File: src/rtl/serdes_pkg.sv
// Shared definitions for the serializer front end: frame geometry, default
// filler byte, scheduler state encoding and width helpers.
package serdes_pkg;
  localparam int         FRAME_BITS    = 8;
  localparam int         SLOT_W        = 3;      // bits of bit_slot, covers FRAME_BITS
  localparam logic [7:0] IDLE_CHAR_DEF = 8'hBC;

  typedef enum logic {
    SYNC = 1'b0,
    RUN  = 1'b1
  } state_e;

  function automatic int clog2(input int v);
    int r;
    r = 0;
    for (int i = 0; i < 31; i++) if ((1 << i) < v) r = i + 1;
    return r;
  endfunction

  // Requester index width; never zero so a single requester still has a port.
  function automatic int src_w(input int n);
    return (n > 1) ? clog2(n) : 1;
  endfunction
endpackage

File: src/rtl/serializer_frame_scheduler_if.sv
// Requester / serializer bus of the frame scheduler.
//   req_valid, req_data : requester i offers byte req_data[i]
//   req_ready           : byte i accepted at this edge
//   ser_data/load/valid/src, bit_slot, sync_done : serializer-side outputs
// master = requester side (bench or upstream), slave = scheduler.
interface serializer_frame_scheduler_if
  import serdes_pkg::*;
#(
  parameter int N_REQ = 4
) ();
  localparam int SRC_W = src_w(N_REQ);

  logic [N_REQ-1:0]      req_valid;
  logic [N_REQ-1:0][7:0] req_data;
  logic [N_REQ-1:0]      req_ready;
  logic [7:0]            ser_data;
  logic                  ser_load;
  logic                  ser_valid;
  logic [SRC_W-1:0]      ser_src;
  logic [SLOT_W-1:0]     bit_slot;
  logic                  sync_done;

  modport master (
    output req_valid, req_data,
    input  req_ready, ser_data, ser_load, ser_valid, ser_src, bit_slot, sync_done
  );

  modport slave (
    input  req_valid, req_data,
    output req_ready, ser_data, ser_load, ser_valid, ser_src, bit_slot, sync_done
  );
endinterface

File: src/rtl/rr_arbiter.sv
// Combinational round-robin arbiter. Searches req starting at ptr, wrapping
// N_REQ-1 -> 0; first set request wins.
//   req     : request vector
//   ptr     : search start index (register kept by the caller)
//   grant   : one-hot grant, all zero when nothing requests
//   gnt_idx : index of the granted request
//   any     : some request was granted
module rr_arbiter
  import serdes_pkg::*;
#(
  parameter int N_REQ = 4,
  localparam int SRC_W = src_w(N_REQ)
) (
  input  logic [N_REQ-1:0] req,
  input  logic [SRC_W-1:0] ptr,
  output logic [N_REQ-1:0] grant,
  output logic [SRC_W-1:0] gnt_idx,
  output logic             any
);
  logic [SRC_W:0]   sum;
  logic [SRC_W-1:0] idx;

  always_comb begin
    grant   = '0;
    gnt_idx = '0;
    any     = 1'b0;
    sum     = '0;
    idx     = '0;
    for (int k = 0; k < N_REQ; k++) begin
      // One extra bit so ptr+k never overflows before the modulo fold.
      sum = {1'b0, ptr} + (SRC_W + 1)'(k);
      if (sum >= (SRC_W + 1)'(N_REQ)) sum = sum - (SRC_W + 1)'(N_REQ);
      idx = sum[SRC_W-1:0];
      if (!any && req[idx]) begin
        any        = 1'b1;
        grant[idx] = 1'b1;
        gnt_idx    = idx;
      end
    end
  end
endmodule

File: src/rtl/serializer_frame_scheduler.sv
// Shares one 8-bit serializer among N_REQ requesters. Time is cut into
// 8-clock frames; at every frame boundary one byte (a requester's, chosen
// round-robin, or IDLE_CHAR) is loaded. After reset SYNC_FRAMES idle frames
// are sent before any request is served.
//   clk, rst (async, active-low), en (0 freezes everything)
//   bus : requester handshake and serializer outputs (slave modport)
module serializer_frame_scheduler
  import serdes_pkg::*;
#(
  parameter int         N_REQ       = 4,
  parameter int         SYNC_FRAMES = 4,
  parameter logic [7:0] IDLE_CHAR   = IDLE_CHAR_DEF
) (
  input logic                         clk,
  input logic                         rst,
  input logic                         en,
  serializer_frame_scheduler_if.slave bus
);
  localparam int SRC_W = src_w(N_REQ);

  state_e            state_q, state_d;
  logic [SLOT_W-1:0] slot_q;
  logic [3:0]        sync_q;
  logic [SRC_W-1:0]  ptr_q, gnt_idx, src_q;
  logic [N_REQ-1:0]  grant;
  logic              any, boundary;
  logic [7:0]        data_q;
  logic              valid_q, load_q;

  assign boundary = en && (slot_q == SLOT_W'(FRAME_BITS - 1));

  rr_arbiter #(.N_REQ(N_REQ)) u_arb (
    .req    (bus.req_valid),
    .ptr    (ptr_q),
    .grant  (grant),
    .gnt_idx(gnt_idx),
    .any    (any)
  );

  // Ready is only ever offered at the edge that actually takes the byte.
  assign bus.req_ready = (boundary && state_q == RUN) ? grant : '0;

  always_comb begin
    state_d = state_q;
    if (boundary && state_q == SYNC && sync_q == 4'(SYNC_FRAMES - 1)) state_d = RUN;
  end

  always_ff @(posedge clk or negedge rst) begin
    if (!rst) state_q <= SYNC;
    else      state_q <= state_d;
  end

  always_ff @(posedge clk or negedge rst) begin
    if (!rst) begin
      slot_q  <= '0;
      sync_q  <= '0;
      ptr_q   <= '0;
      src_q   <= '0;
      data_q  <= IDLE_CHAR;
      valid_q <= 1'b0;
      load_q  <= 1'b0;
    end else begin
      // Strobe is a pure function of the previous edge, so it drops while frozen.
      load_q <= boundary;
      if (en) slot_q <= slot_q + SLOT_W'(1);
      if (boundary) begin
        if (state_q == SYNC) begin
          data_q  <= IDLE_CHAR;
          valid_q <= 1'b0;
          sync_q  <= sync_q + 4'd1;
        end else if (any) begin
          data_q  <= bus.req_data[gnt_idx];
          valid_q <= 1'b1;
          src_q   <= gnt_idx;
          ptr_q   <= (int'(gnt_idx) == N_REQ - 1) ? '0 : gnt_idx + SRC_W'(1);
        end else begin
          data_q  <= IDLE_CHAR;
          valid_q <= 1'b0;
        end
      end
    end
  end

  assign bus.ser_data  = data_q;
  assign bus.ser_load  = load_q;
  assign bus.ser_valid = valid_q;
  assign bus.ser_src   = src_q;
  assign bus.bit_slot  = slot_q;
  assign bus.sync_done = (state_q == RUN);
endmodule
File: src/flat_wrapper.sv
// flat-port wrapper written by rule: the top's interface ports become plain ports
module serializer_frame_scheduler_flat import serdes_pkg::*;
#(
  parameter int         N_REQ       = 4,
  parameter int         SYNC_FRAMES = 4,
  parameter logic [7:0] IDLE_CHAR   = IDLE_CHAR_DEF
)
  (clk, rst, en, bus_req_valid, bus_req_data, bus_req_ready, bus_ser_data, bus_ser_load, bus_ser_valid, bus_ser_src, bus_bit_slot, bus_sync_done);
  serializer_frame_scheduler_if #(.N_REQ(N_REQ)) bus_i ();
  input logic clk;
  input logic rst;
  input logic en;
  input wire logic [$bits(bus_i.req_valid)-1:0] bus_req_valid;
  input wire logic [$bits(bus_i.req_data)-1:0] bus_req_data;
  output wire logic [$bits(bus_i.req_ready)-1:0] bus_req_ready;
  output wire logic [$bits(bus_i.ser_data)-1:0] bus_ser_data;
  output wire logic [$bits(bus_i.ser_load)-1:0] bus_ser_load;
  output wire logic [$bits(bus_i.ser_valid)-1:0] bus_ser_valid;
  output wire logic [$bits(bus_i.ser_src)-1:0] bus_ser_src;
  output wire logic [$bits(bus_i.bit_slot)-1:0] bus_bit_slot;
  output wire logic [$bits(bus_i.sync_done)-1:0] bus_sync_done;
  assign bus_i.req_valid = bus_req_valid;
  assign bus_i.req_data = bus_req_data;
  assign bus_req_ready = bus_i.req_ready;
  assign bus_ser_data = bus_i.ser_data;
  assign bus_ser_load = bus_i.ser_load;
  assign bus_ser_valid = bus_i.ser_valid;
  assign bus_ser_src = bus_i.ser_src;
  assign bus_bit_slot = bus_i.bit_slot;
  assign bus_sync_done = bus_i.sync_done;
  serializer_frame_scheduler #(.N_REQ(N_REQ), .SYNC_FRAMES(SYNC_FRAMES), .IDLE_CHAR(IDLE_CHAR)) u_core (.clk(clk), .rst(rst), .en(en), .bus(bus_i));
endmodule
File: config.mk
export PLATFORM = sky130hd
export DESIGN_NAME = serializer_frame_scheduler_flat
export DESIGN_NICKNAME = d
export VERILOG_FILES = /design/src/rtl/serdes_pkg.sv /design/src/rtl/serializer_frame_scheduler_if.sv /design/src/rtl/rr_arbiter.sv /design/src/rtl/serializer_frame_scheduler.sv /design/src/flat_wrapper.sv
export SDC_FILE = /design/constraint.sdc
export NUM_CORES = 1
export LEC_CHECK = 0
export CAP_MARGIN = 20
export CORE_MARGIN = 2
export CORE_UTILIZATION = 34
export DETAILED_ROUTE_END_ITERATION = 8
export GPL_TIMING_DRIVEN = 1
export PLACE_DENSITY = 0.6
export SLEW_MARGIN = 15
export SYNTH_ARGS = -nofsm -noshare
export SYNTH_HDL_FRONTEND = slang
export SYNTH_SLANG_ARGS = --single-unit
export TNS_END_PERCENT = 50
File: constraint.sdc
create_clock -name clk -period 5.3 [get_ports clk]
set_input_delay 0.795 -clock clk [delete_from_list [all_inputs] [get_ports clk]]
set_output_delay 0.795 -clock clk [all_outputs]
set_load 0.1 [all_outputs]
Yosys cells after proc, flatten, opt, wreduce, memory -nomap -nowiden
Cells that the tools add are included.
- latch bits: 0
- logic and storage cells: 94
- input port bits: 39
- memories: 0
- memory bits (read-only): 0
- bits in registers: 22
- RAM bits: 0
- multiply operators: 0
- order comparisons: 13
- shift-type cells: 0
- reductions and logical operators: 16
- bitwise operators: 4
- multiplexer cells: 40
- add/subtract/negate cells: 10
- eq/ne operators: 3
- div/mod/pow operators: 0
- operators with widths (cell ; count):
    $mux 8 ; 3
    $mux 4 ; 5
    $mux 2 ; 9
    $bmux 8 s2 ; 1
    $lt 2x3->1 const B ; 5
    $mux 1 ; 14
    $or 4x4->4 ; 3
    $logic_and 1x1->1 ; 11
    $ge 3x3->1 const B ; 3
    $bmux 1 s2 ; 4
    $demux 1 s2 ; 4
    $ge 2x1->1 const B ; 4
    $sub 2x1->2 const B ; 4
    $add 2x2->3 const B ; 2
    $add 4x1->4 const B ; 1
    $eq 4x2->1 const B ; 1
    $add 2x1->3 const B ; 1
    $add 3x1->3 const B ; 1
    $eq 3x3->1 const B ; 1
    $ge 2x3->1 const B ; 1
    $logic_not 1->1 ; 3
    $reduce_and 3->1 ; 1
    $add 2x1->2 const B ; 1
    $eq 2x1->1 const B ; 1
    other kinds (2) ; 2

Logic depth before layout (Yosys ltp)
Gate-level depths: netlist of the first run.
- depth in word-level cells: 18
- mapped depth: 12
- depth with buffers taken out: 9

Modules after synthesis
A second synthesis of the first run with hierarchy kept.
- cell total of the unflattened synthesis: 118
- area, all modules: 1501.4 µm²
- modules (own cells, without submodules) (module ; sequential area each (µm²) ; area each (µm²) ; instances ; cells each):
    serializer_frame_scheduler ; 556.8 ; 1079.8 ; 1 ; 73
    rr_arbiter ; 0.0 ; 421.7 ; 1 ; 45

Worst setup path before layout of the first run
No wires, ideal clock.
- kind: flip-flop to output port
- start: register u_core.ptr_q[0]
- end: output bus_req_ready[0]
- data arrival time: 3.855 ns
- cell stages (with the launch flop): 11
- slack: 0.650 ns
- cells stage by stage: dfrtp_1 -> buf_6 -> inv_1 -> clkbuf_1 -> ha_1 -> clkbuf_1 -> or3b_1 -> a2111o_1 -> nand3_1 -> a221oi_1 -> nor2_1
- cells in the longest elaborated chain, start to end: 15
- elaborated cells between the ends (all ways): 60
- classes of those cells: add/sub: 7; order compare: 12; mux: 28; bitwise: 3; reduce/logical: 10
- RTL lines (item ; RTL line ; source):
    start: declaration ; serializer_frame_scheduler.sv:24 ; logic [SRC_W-1:0] ptr_q, gnt_idx, src_q;
    start signal: assignment ; serializer_frame_scheduler.sv:75 ; ptr_q <= (int'(gnt_idx) == N_REQ - 1) ? '0 : gnt_idx + SRC_W'(1);
    parallel branches: the longest is 13 deep, another holds $add 2x1->3 ; n/a ;
    $mux 4 * ; rr_arbiter.sv:34 ; if (!any && req[idx]) begin
    $mux 4 * ; serializer_frame_scheduler.sv:41 ; assign bus.req_ready = (boundary && state_q == RUN) ? grant : '0;
    end: declaration ; flat_wrapper.sv:15 ; output wire logic [$bits(bus_i.req_ready)-1:0] bus_req_ready;
Mark *: on every way between the ends. The select of a mux whose other input is x is not followed.

Worst setup path in the final report of the first run
- start: register u_core.ptr_q[1]
- end: output bus_req_ready[3]
Same word-level chain as after synthesis.

==> results.toml, run 1 <==
[floorplanning]
rows = 26
start_util_pct = 35.6
die_h_um = 77.6
die_width_um = 77.6
core_sq_um = 5170
num_io_pins = 59
dieArea_sq_um = 6020

[clocking]
cts-root-buf = "clkbuf_8"
cts_tree = "built"
post_cts_buffers = 0
cts_inserted_buffers = 3
ctsResizeCount = 0
clock_sinks = 22
ctsHtreeMaxLevel = 1
clk_latency_ps = 260
clk_pin_slew_ps = 80
clock_path_buffers = 2
ctsHoldBuffers = 0

[synth]
ys_warn_count = 0
synth.avg_cell_area_sq_um = 9.07
synthFlopType = "dfrtp_1"
ys_async_sr_fraction_pct = 100
synth.distinct_cells = 49
synth_edf_count = 0
syn_nets = 252
yosysSeqAreaShare_pct = 30.2
syn-cell-area_sq_um = 1840
synth_seq_cells = 22
syn_inst = 203

[setup_path]
critPathMaxStageDelay_ps = 640
cp.depth = 9
path_cells = "inv_1 -> ha_1 -> mux4_2 -> nor2b_1 -> a22oi_1 -> nor2_1 -> a221oi_1 -> nor2_1 -> buf_12"
reg2reg_to = "u_core.bus.ser_data[0]"
start_kind = "register"
critical_path.startpoint = "u_core.ptr_q[1]"
worstPathRequired_ps = 4510
cpLargestDelayFamily = "simple AND/OR/NAND/NOR gates"
cpMaxStageDelayCell = "mux4_2"
cp-endpoint = "bus_req_ready[3]"
worstSetupEndpointType = "output port"
path_max_fanout = 11
r2r_cells = 8
cp_common_cell = "nor2_1"
path_class = "register to output port"
cp_data_arrival_time_ps = 3540
cp_num_buf_inv = 2
r2r_setup_slack_ps = 1600
timing.rr.start = "u_core.ptr_q[1]"

[drt]
routed_wl_um = 4790
drt-initial-drc-count = 49
ant_nets = 0
vias = 1716
route.detailed.drc = 0
wl_per_cell_um = 14.7
viasPerCell = 5.25
firstDrtPassIters = 4

[flow_run]
cap_violations = 0

[finish]
area_growth_pct = 38.5
antenna_cells = 0
fin_cells = 327
final_cell_mix = "54 x clkdlybuf4s50_1, 27 x nor2_1, 23 x nand2_1"
layout_commonest_cell = "clkdlybuf4s50_1"
nets = 307
drive_gt1_share_pct = 13.6

[global_route]
grt_pass1_vias = 1662
overflow = 0
globalRouteTotalUtil_pct = 16.8
antenna_found_initial = 0
grt_pass1_wl_um = 8240
grt_max_degree = 24

[sta]
skew_ps = 5.59
max_freq_mhz = 231
finalHoldViolations = 0
fin_crit_sh_pct = 81.8
rsz0062_at_grt = "no"
finalMaxSlewViolations = 0
slew-limit-headroom_pct = 34.0
worstMarginPinSlew_ps = 987
tns_ps = 0
layout_min_cycle_time_ps = 4330
finalSetupViolations = 0

[placement]
dp.cells = 322
io_buffer_count = 58
dp_hpwl_um = 3650
gp_congestion = 0.827

[outcome]
status = "completed"

[power_and_ir_drop]
leakagePower_uw = 0.00102
peakVddDrop_mv = 0.354
power_per_cell_area_nw_per_um2 = 582

[worst_hold_path]
hold_class = "register to register"
[synthesized netlist by cell type (2+ instances only)]
cell type / n / area share [%]
dfrtp_1: 17 / 23
mux2i_1: 6 / 3.3
a22oi_1: 4 / 1.6
nor2_1: 27 / 5.5
o21ai_0: 10 / 2.7
mux2_2: 9 / 5.5
a21oi_1: 10 / 2.7
nand2_1: 23 / 4.7
clkbuf_2: 2 / 0.54
o22ai_1: 2 / 0.68
nor4b_1: 3 / 1.4
mux4_2: 4 / 4.9
a31oi_1: 2 / 0.68
a221o_1: 3 / 1.6
a211oi_1: 7 / 2.9
nor4bb_1: 4 / 2.2
xnor2_1: 3 / 1.4
nand4_1: 2 / 0.68
nand3b_1: 2 / 0.81
inv_1: 3 / 0.61
nand3_1: 7 / 1.9
a221oi_1: 4 / 1.9
dfstp_2: 5 / 7.1
clkbuf_1: 5 / 1.0
buf_6: 4 / 2.4
xor2_1: 3 / 1.4
ha_1: 10 / 6.8
[per-layer routing]
layer / up-vias / part of all wire [%] / GRT usage [%]
met4: 0 / 1.0 / 4.46
li1: 867 / - / -
met2: 38 / 48 / 28.2
met1: 807 / 48 / 22.9
met3: 4 / 2.8 / 1.98
met5: - / 0 / 0
[state kept, by name, indices dropped and copies added (netlist names)]
name / flops
u_core.bus.bit_slot: 3
u_core.bus.ser_data: 8
u_core.bus.ser_load: 1
u_core.bus.ser_src: 2
u_core.bus.ser_valid: 1
u_core.bus.sync_done: 1
u_core.ptr_q: 2
u_core.sync_q: 4
[layout make-up]
cell class              count  area (sq um)
clock buffers               4          45.0
fillers                   500          2620
inverters                   4          15.0
multi-input cells         166          1200
flip-flops and latches     22           557
well taps                  70          87.6
repair buffers             61           651
[metrics by stage]
stage / hold slack (ps) / setup WS, ps / power, uW / instance area (sq um) / util [%]
floorplan: 446 / 650 / 1140 / 1840 / -
CTS: 480 / 967 / 1490 / 2540 / 49.0
global placement: 461 / 1290 / 1370 / 2490 / 48.2
global route: 509 / 670 / 1590 / 2550 / 49.3
detailed placement: 464 / 1180 / 1380 / 2490 / 48.2
finish: 476 / 966 / 1490 / 2550 / 49.3
[where the power goes]
group | switching (uW) | internal (uW)
Sequential | 50.5 | 251
Combinational | 735 | 340
Clock | 55.2 | 53.7
Total | 841 | 644
[worst min-delay path by stage]
stage,startpoint,endpoint,slack [ps],depth (start not counted)
2_1_floorplan,u_core.sync_q[3],u_core.sync_q[3],450,1
3_3_place_gp,u_core.bus.ser_valid,u_core.bus.ser_valid,460,2
3_5_place_dp,u_core.bus.ser_valid,u_core.bus.ser_valid,460,2
4_1_cts,u_core.sync_q[3],u_core.sync_q[3],480,1
5_1_grt,u_core.bus.ser_valid,u_core.bus.ser_valid,510,2
6_report,u_core.bus.ser_valid,u_core.bus.ser_valid,480,2
[logic make-up (layout without fill, tap and decap cells)]
| kind of cell | after synthesis | count (layout) | share of synthesized area, % |
|---|---|---|---|
| fa+ha+maj | 10 | 10 | 6.79 |
| compound gates | 53 | 53 | 20.0 |
| mux | 19 | 19 | 13.7 |
| flops | 22 | 22 | 30.2 |
| buf+inv | 15 | 69 | 4.82 |
| simple gates | 78 | 78 | 21.6 |
| xor+xnor | 6 | 6 | 2.85 |
[worst reg2reg max path: cells and delay by family (launching register included)]
kind	cells	cell delay, ps
AOI/OAI and AO/OA	2	470
buffers and inverters	1	180
adders and majority gates	1	550
muxes	2	1010
and+or+nand+nor	2	810
DFF	1	570
Power figures use the tool's default switching activity.
==> run 2, diff against run 1 <==
==> constraint.sdc (replaced) <==
create_clock -name clk -period 4.4 [get_ports clk]
set_input_delay 0.66 -clock clk [delete_from_list [all_inputs] [get_ports clk]]
set_output_delay 0.66 -clock clk [all_outputs]
set_load 0.1 [all_outputs]
==> results.toml, run 2 (same netlist as run 1, synthesis figures left out) <==
[finish]
drive_gt1_share_pct = 15.5
fin_util_pct = 49.8
area_growth_pct = 39.9
largest_reg_flops = 8
layout_commonest_cell = "clkdlybuf4s50_1"
nFillCells = 497
nets = 308
final_cell_mix = "53 x clkdlybuf4s50_1, 25 x nor2_1, 23 x nand2_1"
antenna_cells = 0

[clocking]
clock_path_buffers = 2
clock_sinks = 22
ctsHoldBuffers = 0
cts_inserted_buffers = 3
clk_latency_ps = 270
ctsHtreeMaxLevel = 1
ctsResizeCount = 0
cts_tree = "built"
post_cts_buffers = 0
clk_pin_slew_ps = 90
cts-root-buf = "clkbuf_8"

[power_and_ir_drop]
share_comb_of_total_power_pct = 70.2
intPower_uw = 840
clockPowerShare_pct = 10.3
netSwitchingPower_uw = 1020
p_sw_share_pct = 54.8
power_uw = 1860
peakVddDrop_mv = 0.360
power_per_cell_area_nw_per_um2 = 722
leakagePower_uw = 0.00103
power_frac_seq_pct = 19.5

[floorplanning]
num_io_pins = 59
rows = 26
start_util_pct = 35.6
core_sq_um = 5170
die_width_um = 77.6
die_h_um = 77.6
dieArea_sq_um = 6020

[global_route]
grt_busiest_layer = "met2"
grt_max_degree = 24
grt_pass1_vias = 1650
grt.met3_usage_pct = 2.79
grt.met1_usage_pct = 22.5
globalRouteTotalUtil_pct = 16.2
grt_util_met2_pct = 26.9
antenna_found_initial = 0
grt_pass1_wl_um = 8020
overflow = 0

[drt]
vias = 1716
viasPerCell = 5.23
firstDrtPassIters = 4
drt-initial-drc-count = 54
wl_per_cell_um = 14.5
route.detailed.drc = 0
ant_nets = 0
routed_wl_um = 4750

[sta]
layout_min_cycle_time_ps = 3830
finalMaxSlewViolations = 0
max_freq_mhz = 261
slew-limit-headroom_pct = 34.7
skew_ps = 9.97
finalSetupViolations = 0
fin_crit_sh_pct = 87.0
finalHoldViolations = 0
rsz0062_at_grt = "no"
worstMarginPinSlew_ps = 977

[placement]
gp_congestion = 0.828
dp_hpwl_um = 3620
io_buffer_count = 58

[flow_run]
cap_violations = 0

[outcome]
status = "completed"

[worst_hold_path]
hold_class = "primary input to async pin"

[setup_path]
worstSetupEndpointType = "output port"
path_class = "register to output port"
cp_data_arrival_time_ps = 3170
start_kind = "register"
worstPathRequired_ps = 3740
path_max_fanout = 11
-- run 2: cell type report --
class	instances	area, sq um	area share, %
Inverter	4	15.0	0.583
Clock buffer	3	41.3	1.60
Sequential cell	22	557	21.6
Multi-Input combinational cell	166	1200	46.6
Tap cell	70	87.6	3.40
Timing Repair Buffer	62	646	25.0
Clock inverter	1	30.0	1.17
-- run 2: stage by stage --
stage / TNS (ps) / area (sq um) / instances / setup WS, ps / hold slack, ps
after global routing: 0 / 2580 / 328 / 258 / 395
final: 0 / 2580 / 328 / 570 / 352
after detailed placement: 0 / 2510 / 324 / 843 / 469
after global placement: 0 / 2510 / 324 / 860 / 461
after floorplan: -231 / 1850 / 203 / -115 / 364
after CTS: 0 / 2580 / 328 / 566 / 485
-- run 2: routing by layer --
metal,share of wire [%],vias to the layer above
li1,-,868
met1,47,803
met2,48,43
met3,4.7,2
met4,0.40,0
met5,0,-
-- run 2: final timing paths --
check	cells after the start	start	slack [ps]	to
max in group asynchronous	1	rst	3680	u_core.bus.ser_data[5]
max	9	u_core.ptr_q[1]	570	bus_req_ready[2]
min	1	rst	350	u_core.bus.ser_data[6]
min in group clk	1	u_core.sync_q[3]	480	u_core.sync_q[3]
max reg2reg	9	u_core.ptr_q[1]	870	u_core.bus.ser_data[6]
min reg2reg	1	u_core.sync_q[3]	480	u_core.sync_q[3]
-- run 2: power by group through the flow --
stage / registers, uW / logic, uW / clock network (uW)
CTS: 364 / 1310 / 196
global placement: 367 / 1300 / 0
floorplan: 843 / 538 / 0
global route: 379 / 1400 / 204
detailed placement: 369 / 1310 / 0
finish: 363 / 1310 / 192
-- run 2: worst max-delay path, cell delays in order, from the launching register on --
cell	delay, ps
dfrtp_1	530
inv_1	160
ha_1	550
mux4_2	640
nor2b_1	340
a22oi_1	120
nor2_1	110
a221oi_1	60
nor2_1	200
buf_12	200
